### config.mk
export PLATFORM = sky130hd
export DESIGN_NAME = serializer_multi_ddr
export DESIGN_NICKNAME = d
export VERILOG_FILES = /design/src/rtl/serializer_multi_ddr_pkg.sv /design/src/rtl/ddio_out.sv /design/src/rtl/ser_lane.sv /design/src/rtl/serializer_multi_ddr.sv
export SDC_FILE = /design/constraint.sdc
export NUM_CORES = 1
export LEC_CHECK = 0
export CORE_MARGIN = 3
export CORE_UTILIZATION = 45
export DETAILED_ROUTE_END_ITERATION = 16
export GPL_TIMING_DRIVEN = 0
export PLACE_DENSITY_LB_ADDON = 0.2
export REMOVE_ABC_BUFFERS = 1
export SLEW_MARGIN = 40
export SYNTH_ARGS = -nofsm -noshare
export SYNTH_HDL_FRONTEND = slang
export SYNTH_HIERARCHICAL = 1
export SYNTH_SLANG_ARGS = --single-unit
### constraint.sdc
create_clock -name serial_clk -period 3.8 [get_ports serial_clk]
set_clock_uncertainty 0.05 [all_clocks]
set_input_delay 0.38 -clock serial_clk [delete_from_list [all_inputs] [get_ports serial_clk]]
set_output_delay 0.38 -clock serial_clk [all_outputs]
set_load 0.05 [all_outputs]
### src/rtl/serializer_multi_ddr_pkg.sv
// Shared constants and helpers for the multi-lane DDR serializer.
// Holds the default idle fill word, the legal word-width bounds and the lane rotate function.
package serializer_multi_ddr_pkg;

    localparam logic [15:0] IDLE_WORD_DEFAULT = 16'h0354;
    localparam int          RATIO_MIN         = 4;
    localparam int          RATIO_MAX         = 16;

    // Rotate the low 'width' bits of 'word' right by 'amount' (amount < width).
    function automatic logic [15:0] rotate_right(input logic [15:0] word,
                                                 input int          width,
                                                 input int          amount);
        logic [31:0] mask;
        logic [31:0] base;
        logic [31:0] doubled;
        mask    = (32'd1 << width) - 32'd1;
        base    = {16'd0, word} & mask;
        doubled = base | (base << width);
        return 16'((doubled >> amount) & mask);
    endfunction

endpackage

### src/rtl/ddio_out.sv
// Single-bit double-data-rate output cell: both bits are captured on the rising edge,
// the rising-edge bit drives the pin in the high phase and the falling-edge bit in the low phase.
module ddio_out (
    input  logic serial_clk,
    input  logic d_rise,
    input  logic d_fall,
    output logic q
);

    logic rise_q;
    logic fall_q;

    always_ff @(posedge serial_clk) begin
        rise_q <= d_rise;
        fall_q <= d_fall;
    end

    // The clock itself selects the phase, as the dedicated output-mux of an IO cell would.
    assign q = serial_clk ? rise_q : fall_q;

endmodule

### src/rtl/ser_lane.sv
// One serial lane: bit-slip offset, rotated word load, shift register and the p/n output cells.
// Load and fill decisions come from the shared slot logic in the top level.
module ser_lane
    import serializer_multi_ddr_pkg::*;
#(
    parameter int          RATIO     = 10,
    parameter int          DDR       = 1,
    parameter logic [15:0] IDLE_WORD = IDLE_WORD_DEFAULT
) (
    input  logic             serial_clk,
    input  logic             rst,
    input  logic             load,
    input  logic             par_valid,
    input  logic             bitslip,
    input  logic [RATIO-1:0] par_word,
    output logic             serial_p,
    output logic             serial_n
);

    localparam int               OFF_W = $clog2(RATIO);
    localparam int               STEP  = (DDR != 0) ? 2 : 1;
    localparam logic [RATIO-1:0] FILL  = IDLE_WORD[RATIO-1:0];

    logic [RATIO-1:0] shift_reg;
    logic [RATIO-1:0] next_word;
    logic [RATIO-1:0] rotated;
    logic [OFF_W-1:0] offset;
    logic             d_rise;
    logic             d_fall;

    assign next_word = par_valid ? par_word : FILL;
    assign rotated   = RATIO'(rotate_right(16'(next_word), RATIO, int'(offset)));

    // The load uses the offset held before this edge, so a slip on a load slot affects the next word.
    always_ff @(posedge serial_clk) begin
        if (rst) begin
            shift_reg <= FILL;
            offset    <= '0;
        end else begin
            if (load) begin
                shift_reg <= rotated;
            end else begin
                shift_reg <= shift_reg >> STEP;
            end
            if (bitslip) begin
                offset <= (offset == OFF_W'(RATIO - 1)) ? '0 : offset + OFF_W'(1);
            end
        end
    end

    assign d_rise = shift_reg[0];
    assign d_fall = (DDR != 0) ? shift_reg[1] : shift_reg[0];

    ddio_out u_ddio_p (
        .serial_clk (serial_clk),
        .d_rise     (d_rise),
        .d_fall     (d_fall),
        .q          (serial_p)
    );

    ddio_out u_ddio_n (
        .serial_clk (serial_clk),
        .d_rise     (~d_rise),
        .d_fall     (~d_fall),
        .q          (serial_n)
    );

endmodule

### src/rtl/serializer_multi_ddr.sv
// Multi-lane parallel-to-serial converter with per-lane bit slip and DDR or SDR output.
// The slot counter, load handshake and underflow counter are shared by all lanes.
module serializer_multi_ddr
    import serializer_multi_ddr_pkg::*;
#(
    parameter int          LANES     = 3,
    parameter int          RATIO     = 10,
    parameter int          DDR       = 1,
    parameter logic [15:0] IDLE_WORD = IDLE_WORD_DEFAULT
) (
    input  logic                   serial_clk,
    input  logic                   rst,
    input  logic [LANES*RATIO-1:0] par_data,
    input  logic                   par_valid,
    output logic                   par_ready,
    input  logic [LANES-1:0]       bitslip,
    output logic                   frame_start,
    output logic [15:0]            underflow_cnt,
    output logic [LANES-1:0]       serial_data_p,
    output logic [LANES-1:0]       serial_data_n
);

    localparam int W     = (DDR != 0) ? RATIO / 2 : RATIO;
    localparam int CNT_W = $clog2(W);

    logic [CNT_W-1:0] slot_cnt;
    logic             load_slot;

    assign load_slot = (slot_cnt == CNT_W'(W - 1));
    assign par_ready = load_slot;

    // A load slot without valid data still loads the idle word, and is counted as an underflow.
    always_ff @(posedge serial_clk) begin
        if (rst) begin
            slot_cnt      <= '0;
            frame_start   <= 1'b0;
            underflow_cnt <= 16'd0;
        end else begin
            slot_cnt    <= load_slot ? '0 : slot_cnt + CNT_W'(1);
            frame_start <= load_slot;
            if (load_slot && !par_valid && (underflow_cnt != 16'hFFFF)) begin
                underflow_cnt <= underflow_cnt + 16'd1;
            end
        end
    end

    for (genvar i = 0; i < LANES; i++) begin : g_lane
        ser_lane #(
            .RATIO     (RATIO),
            .DDR       (DDR),
            .IDLE_WORD (IDLE_WORD)
        ) u_lane (
            .serial_clk (serial_clk),
            .rst        (rst),
            .load       (load_slot),
            .par_valid  (par_valid),
            .bitslip    (bitslip[i]),
            .par_word   (par_data[i*RATIO +: RATIO]),
            .serial_p   (serial_data_p[i]),
            .serial_n   (serial_data_n[i])
        );
    end

endmodule
# Word level (Yosys, flattened, before mapping)
# Cells that the tools add are included.
totals:
  regBits: 74
  out_inout_bits: 24
  wordCells: 62
classes:
  mux: 15
  n_addsub: 5
  reduce_logical: 4
  n_eq_ne: 5
  n_bitwise: 9
  shifts: 3
ops:
  columns: ["operator", "count"]
  rows:
  - ["$shr A32 B4 Y10", 3]
  - ["$mux W10", 6]
  - ["$or A10 B20 Y20", 3]
  - ["$add A16 B1 Y16 const B", 1]
  - ["$ne A16 B16 Y1 const B", 1]
  - ["$add A4 B1 Y4 const B", 3]
  - ["$eq A4 B4 Y1 const B", 3]
  - ["$mux W4", 3]
  - ["$mux W1", 6]
  - ["$not A1 Y1", 6]
  - ["$add A3 B1 Y3 const B", 1]
  - ["$eq A3 B3 Y1 const B", 1]
  - ["$logic_and A1 B1 Y1", 2]
  - ["$reduce_or A2 Y1", 1]
  - ["$logic_not A1 Y1", 1]

# Longest topological paths before layout
# Gate-level depths: netlist of the first run.
depth:
  word_depth: 4
  mapped_depth: 8
  ltp_nobuf: 8

# Cells and area by module
# The synthesis of the first run kept the hierarchy.
by_module_without_submodules:
  columns: ["module", "area_each_um2", "instances", "cells_each"]
  rows:
  - ["ser_lane (g_lane[1].u_lane ...)", 1204.9, 2, 162]
  - ["ser_lane (g_lane[0].u_lane)", 1187.4, 1, 150]
  - ["serializer_multi_ddr", 1029.7, 1, 117]
  - ["ddio_out", 55.1, 6, 3]

==> qor.yml, run 1 <==
place_worst_setup_slack_ns: 0.510
finalWeightedCongestion: 0.882
cp.arrival_ns: 3.17
synth_commonest_cells: "sky130_fd_sc_hd__dfxtp_1, sky130_fd_sc_hd__nor2_1, sky130_fd_sc_hd__nand2_1"
timing_worst_setup_path_type: "clk2out"
grt_first_pass_wirelength_mm: 20.2
worst_relative_slew_slack_pct: 52.8
initialDrtViolationCount: 284
ys_seq_area_share_pct: 29.9
post_cts_hold_buffer_count: 0
num_vias: 4622
grt_antenna_before_repair: 0
timing.critical_path.slowest_cell_delay_ns: 0.70
timing.final.ws_setup_ns: 0.200
synth_top_cell_by_area: "sky130_fd_sc_hd__dfxtp_1"
design.core.area_um2: 10500
unrepaired_setup_endpoints_after_global_routing: "false"
layout.nets: 683
num_rows: 37
placement.io_buffers: 59
critPathRequiredTime_ns: 3.37
final_layout_size_suffix_gt1_share_pct: 12.8
critical_path.max_fanout: 3
critical_path.startpoint_type: "clock port"
flow.area_growth_from_synthesis_pct: 17.8
grt_pass1_vias: 4310
dr.pass1.iters: 4
global_route.usage.total_pct: 19.4
floorplan.die.height_um: 111
initial_core_util_pct: 47.2
cellLeakagePower_nw: 2.06
synth-main-ff-cell: "sky130_fd_sc_hd__dfxtp_1"
setup_violations: 0
finalMaxSlewViolations: 0
fp.dieArea_um2: 12300
syn_area_per_cell_um2: 8.14
antennaDiodeCount: 0
cap_viol_max_count: 0
final-hold-violation-count: 0
area_of_combinational_cells_with_multiple_inputs_um2: 3160
clock_insertion_delay_worst_skew_ns: 0.46
mappedNetlistArea_um2: 4960
largest_reg_flops: 30
fin_tns_setup_ns: 0
worst_path_dominant_cell_family: "buffers and inverters"
antenna_left: 0
drt-total-wl_mm: 11.6
power.ir.vdd_worst_mv: 0.260
tightestPinTransition_ns: 0.707
path_cells: "clkbuf_8 -> clkbuf_8 -> mux2_4 -> clkdlybuf4s50_1"
crit_path_top_delay_cell: "sky130_fd_sc_hd__clkdlybuf4s50_1"
wire_per_inst_um: 14.8
timing.hold.worst.class: "in2reg"
floorplan.die.width_um: 111
most_prevalent_standard_cell_on_the_critical_path: "sky130_fd_sc_hd__clkbuf_8"
cp-end-kind: "primary output"
synth_top_cells_by_area: "sky130_fd_sc_hd__dfxtp_1, sky130_fd_sc_hd__mux2_2, sky130_fd_sc_hd__nor2_1"
drt-vias-per-instance: 5.90
postSynth.asyncResetShare_pct: 0
cts_repair_resize_count: 0
cts.repair_timing.setup_buffer_count: 0
hpwlAfterDp_mm: 8.30
count_leader_synth: "sky130_fd_sc_hd__dfxtp_1"
worstPathBufferInverterCount: 3
drc: 0
fillCellCount: 995
tritoncts_clock_tree: "built"
finalHoldWorstSlack_ns: 0.225
edff_count_synth: 0
number_of_distinct_standard_cells_referenced_by_the_synthesized_netlist: 70
grt_max_degree: 47
grt_overflow: 0
post-synth-top-area-fraction_pct: 29.9
synth_cells: 609
yosys_warnings: 6
clk_pin_slew_ns: 0.07
synth_seq_cells: 74
p_per_area_nw_per_um2: 396
status: "completed"
layout.area.seq_um2: 1490
ioPinCount: 60
-- cells by family (layout without fill, tap and decap cells) --
family | after synthesis | after routing | share of synthesized area [%]
AO/OA/AOI/OAI | 173 | 173 | 24.1
XOR/XNOR | 6 | 6 | 1.06
adder cells (fa/ha/maj) | 3 | 3 | 0.757
buffers and inverters | 68 | 107 | 6.49
flip-flops | 74 | 74 | 29.9
multiplexers | 54 | 54 | 14.1
AND/OR/NAND/NOR | 231 | 231 | 23.7
-- worst paths after layout --
path	endpoint	start	cells past startpoint	slack [ns]
worst max-delay path	serial_data_n[2]	serial_clk	4	0.20
worst min-delay path	g_lane[1].u_lane/offset[1]$_SDFFE_PP0P_	rst	2	0.22
worst max register to register	g_lane[0].u_lane/shift_reg[0]$_SDFF_PP0_	slot_cnt[0]$_SDFF_PP0_	9	1.42
worst min register to register	g_lane[1].u_lane/u_ddio_p/rise_q$_DFF_P_	g_lane[1].u_lane/shift_reg[0]$_SDFF_PP0_	0	0.30
-- layout by cell type (no fill, tap or decap), types with 4 or more instances in the layout --
cell type	synthesis	routed
sky130_fd_sc_hd__clkdlybuf4s50_1	0	57
sky130_fd_sc_hd__nand2b_1	5	5
sky130_fd_sc_hd__mux2_4	6	6
sky130_fd_sc_hd__o31ai_1	12	12
sky130_fd_sc_hd__o311ai_0	4	4
sky130_fd_sc_hd__inv_1	24	24
sky130_fd_sc_hd__a211oi_1	12	12
sky130_fd_sc_hd__a22oi_1	7	7
sky130_fd_sc_hd__mux2i_1	18	18
sky130_fd_sc_hd__xnor2_1	5	5
sky130_fd_sc_hd__a21o_1	5	5
sky130_fd_sc_hd__a31oi_1	7	7
sky130_fd_sc_hd__o21ai_0	29	29
sky130_fd_sc_hd__dfxtp_2	0	7
sky130_fd_sc_hd__nand2_1	54	54
sky130_fd_sc_hd__dfxtp_1	74	67
sky130_fd_sc_hd__nor3b_1	5	5
sky130_fd_sc_hd__or4_1	4	4
sky130_fd_sc_hd__clkbuf_8	0	13
sky130_fd_sc_hd__nor3_1	15	15
sky130_fd_sc_hd__and2_1	9	8
sky130_fd_sc_hd__mux4_2	8	8
sky130_fd_sc_hd__nor2b_1	27	27
sky130_fd_sc_hd__a21oi_1	44	44
sky130_fd_sc_hd__a221oi_1	6	6
sky130_fd_sc_hd__mux2_2	22	22
sky130_fd_sc_hd__nor2_1	63	63
sky130_fd_sc_hd__o211ai_1	6	6
sky130_fd_sc_hd__nand3_1	18	18
sky130_fd_sc_hd__o21bai_1	4	4
-- final cells by class --
cell class | instances | area share, %
Multi-Input combinational cell | 467 | 54.1
Tap cell | 136 | 2.91
Clock buffer | 20 | 4.16
Clock inverter | 5 | 1.37
Timing Repair Buffer | 56 | 10.2
Sequential cell | 74 | 25.5
Inverter | 26 | 1.67
-- routing by layer --
layer	wire [µm]	part of all wire (%)	vias up	track usage [%]
met2	5220	45	175	29.2
met5	0	0	-	0
met1	5270	45	2111	25.3
met3	769	6.6	28	3.88
met4	381	3.3	0	12.2
li1	-	-	2308	-
-- worst reg2reg max path, delay by kind of cell (launching register included) --
family,cells,cell delay (ns)
and+or+nand+nor,3,0.77
AOI/OAI and AO/OA,2,0.48
buffers and inverters,3,0.43
DFF,1,0.33
adders and majority gates,1,0.22
-- stage by stage --
stage	total power, mW	instance area (µm²)	utilization, %	instances
detailed placement	1.50	5570	53.0	765
global placement	1.49	5490	52.3	762
CTS	2.34	5830	55.5	784
floorplan	1.32	4730	-	567
global route	2.44	5840	55.6	784
finish	2.31	5840	55.6	784
-- power by group --
group | internal [mW] | switching, mW
registers | 0.814 | 0.0534
clock network | 0.580 | 0.505
logic | 0.179 | 0.181
total | 1.57 | 0.740
No activity file was read; power rests on OpenSTA's default activity.
==> inputs of run 2 (changes only) <==
--- a/config.mk
+++ b/config.mk
@@ -5,6 +5,7 @@
 export SDC_FILE = /design/constraint.sdc
 export NUM_CORES = 1
 export LEC_CHECK = 0
+export CAP_MARGIN = 25
 export CORE_MARGIN = 3
 export CORE_UTILIZATION = 45
 export DETAILED_ROUTE_END_ITERATION = 16
==> results of run 2 <==
Same layout as run 1: the final DEF is identical, and so are final timing and power.
==> inputs of run 3 (changes only) <==
--- a/config.mk
+++ b/config.mk
@@ -7,7 +7,7 @@
 export LEC_CHECK = 0
 export CAP_MARGIN = 25
 export CORE_MARGIN = 3
-export CORE_UTILIZATION = 45
+export CORE_UTILIZATION = 42
 export DETAILED_ROUTE_END_ITERATION = 16
 export GPL_TIMING_DRIVEN = 0
 export PLACE_DENSITY_LB_ADDON = 0.2
==> run 3 against run 2 <==
Against the previous run:
- clock power is 20% higher
- clock-buffer cell count is 3 higher
- highest routed layer unchanged
- combinational power hardly changed
- largest power group unchanged
- critical path depth stayed put
==> qor.yml, run 3 (synthesized netlist as in run 1, its figures left out) <==
layout.core_utilization_pct: 52.0  # -3.6 points
clk_pin_slew_ns: 0.06  # about the same
finalHoldWorstSlack_ns: 0.271  # +0.0467 ns
fp.dieArea_um2: 13100  # +6.8%
path_cells: "clkbuf_16 -> clkbuf_16 -> mux2_4 -> clkdlybuf4s50_1"
tightestPinTransition_ns: 0.840  # +0.133 ns
finalWeightedCongestion: 0.863  # -2.1%
grt_antenna_before_repair: 0  # unchanged
layout_commonest_cell: "sky130_fd_sc_hd__dfxtp_1"
global_route.usage.total_pct: 18.3  # -1.0 points
crit_path_top_delay_cell: "sky130_fd_sc_hd__clkdlybuf4s50_1"
critical_path.max_fanout: 3  # unchanged
timing.critical_path.slowest_cell_delay_ns: 0.72  # +0.02 ns
cp.arrival_ns: 3.19  # +0.02 ns
finalMaxSlewViolations: 0  # unchanged
setup_violations: 0  # unchanged
cts.repair_timing.setup_buffer_count: 0  # unchanged
cp-end-kind: "primary output"
grt_first_pass_wirelength_mm: 19.7  # -2.3%
ff2ff_setup_slack_ns: 1.40  # -0.02 ns
num_rows: 39  # +5.4%
fillCellCount: 1089  # +9.4%
worst_relative_slew_slack_pct: 43.9  # -8.9 points
hold-path-endpoint: "slot_cnt[2]$_SDFF_PP0_"
final_layout_size_suffix_gt1_share_pct: 12.5  # -0.31 points
worstPathBufferInverterCount: 3  # unchanged
worstSetupStartpoint: "serial_clk"
drt-vias-per-instance: 5.85  # -0.76%
placement.io_buffers: 59  # unchanged
cap_viol_max_count: 0  # unchanged
layout.nets: 683  # unchanged
floorplan.die.width_um: 115  # +3.3%
final-hold-violation-count: 0  # unchanged
final_cell_mix: "sky130_fd_sc_hd__dfxtp_1, sky130_fd_sc_hd__nor2_1, sky130_fd_sc_hd__clkdlybuf4s50_1"
r2r_end: "g_lane[0].u_lane/shift_reg[0]$_SDFF_PP0_"
critical_path.startpoint_type: "clock port"
flow.area_growth_from_synthesis_pct: 20.2
initialDrtViolationCount: 288  # +1.4%
wire_per_inst_um: 14.8  # -0.31%
timing.final.ws_setup_ns: 0.183  # -0.0174 ns
hold_path.startpoint: "rst"
unrepaired_setup_endpoints_after_global_routing: "false"
post_cts_hold_buffer_count: 0  # unchanged
most_prevalent_standard_cell_on_the_critical_path: "sky130_fd_sc_hd__clkbuf_16"
p_per_area_nw_per_um2: 425  # +7.2%
initial_core_util_pct: 43.2  # -3.9 points
ioPinCount: 60  # unchanged
grt_max_degree: 40  # -15%
hold_path_depth: 2  # unchanged
worst_r2r_path_depth: 9  # unchanged
critPathRequiredTime_ns: 3.37  # about the same
cellLeakagePower_nw: 2.11  # +2.6%
status: "completed"
largest_reg_flops: 30  # unchanged
drc: 0  # unchanged
hpwlAfterDp_mm: 8.39  # +1.0%
grt_overflow: 0  # unchanged
grt_pass1_vias: 4253  # -1.3%
timing_worst_setup_path_type: "clk2out"
power.total_mw: 2.53  # +9.4%
design.core.area_um2: 11500  # +9.1%
antennaDiodeCount: 0  # unchanged
cts_repair_resize_count: 0  # unchanged
dr.pass1.iters: 5  # +1
fin_tns_setup_ns: 0  # unchanged
drt-total-wl_mm: 11.7  # +0.58%
worst_r2r_startpoint: "slot_cnt[0]$_SDFF_PP0_"
antenna_left: 0  # unchanged
timing.hold.worst.class: "in2reg"
power.ir.vdd_worst_mv: 0.340  # +31%
worst_path_dominant_cell_family: "buffers and inverters"
floorplan.die.height_um: 115  # +3.3%
place_worst_setup_slack_ns: 0.510  # unchanged
num_vias: 4628  # +0.13%
tritoncts_clock_tree: "built"
clock_insertion_delay_worst_skew_ns: 0.45  # about the same
==> run 3: changes by cell type in the layout (fill, tap and decap cells not counted), sizes merged <==
cell      change
clkbuf        +3
clkinvlp      -1
bufinv        -2
==> run 3: worst max path at each step <==
stage | end | slack (ns) | cells after the start
2_1_floorplan | g_lane[0].u_lane/shift_reg[0]$_SDFF_PP0_ | 0.88 | 8
3_3_place_gp | underflow_cnt[15]$_SDFFE_PP0P_ | -0.04 | 4
5_1_grt | serial_data_n[1] | 0.15 | 4
6_report | serial_data_p[1] | 0.18 | 4
4_1_cts | serial_data_p[1] | 0.16 | 4
3_5_place_dp | serial_data_n[0] | 0.51 | 2
==> run 3: routing by layer <==
layer / global-route usage [%] / up-vias / wire (µm)
met2: 27.8 / 144 / 5360
li1: - / 2313 / -
met3: 4.81 / 23 / 775
met1: 23.9 / 2148 / 5330
met5: 0 / - / 0
met4: 9.42 / 0 / 235
==> run 3: report_power, final <==
| part | switching (mW) | internal [mW] | total, mW |
|---|---|---|---|
| logic | 0.182 | 0.180 | 0.361 |
| clock network | 0.524 | 0.778 | 1.30 |
| registers | 0.0526 | 0.815 | 0.868 |
| total | 0.758 | 1.77 | 2.53 |
==> run 3: cell type report <==
cell class                 instances  area, µm²  area share, %
multi-input combinational        467       3160           53.1
sequential                        74       1490           25.0
timing repair buffer              56        598           10.0
clock buffer                      23        420           7.06
tap                              143        179           3.00
inverter                          26       97.6           1.64
clock inverter                     2       12.5          0.210
==> run 3: stage by stage <==
| step | instance area (µm²) | instances |
|---|---|---|
| after global routing | 5960 | 791 |
| after CTS | 5950 | 791 |
| after floorplan | 4730 | 567 |
| after detailed placement | 5580 | 772 |
| final | 5960 | 791 |
| after global placement | 5500 | 769 |
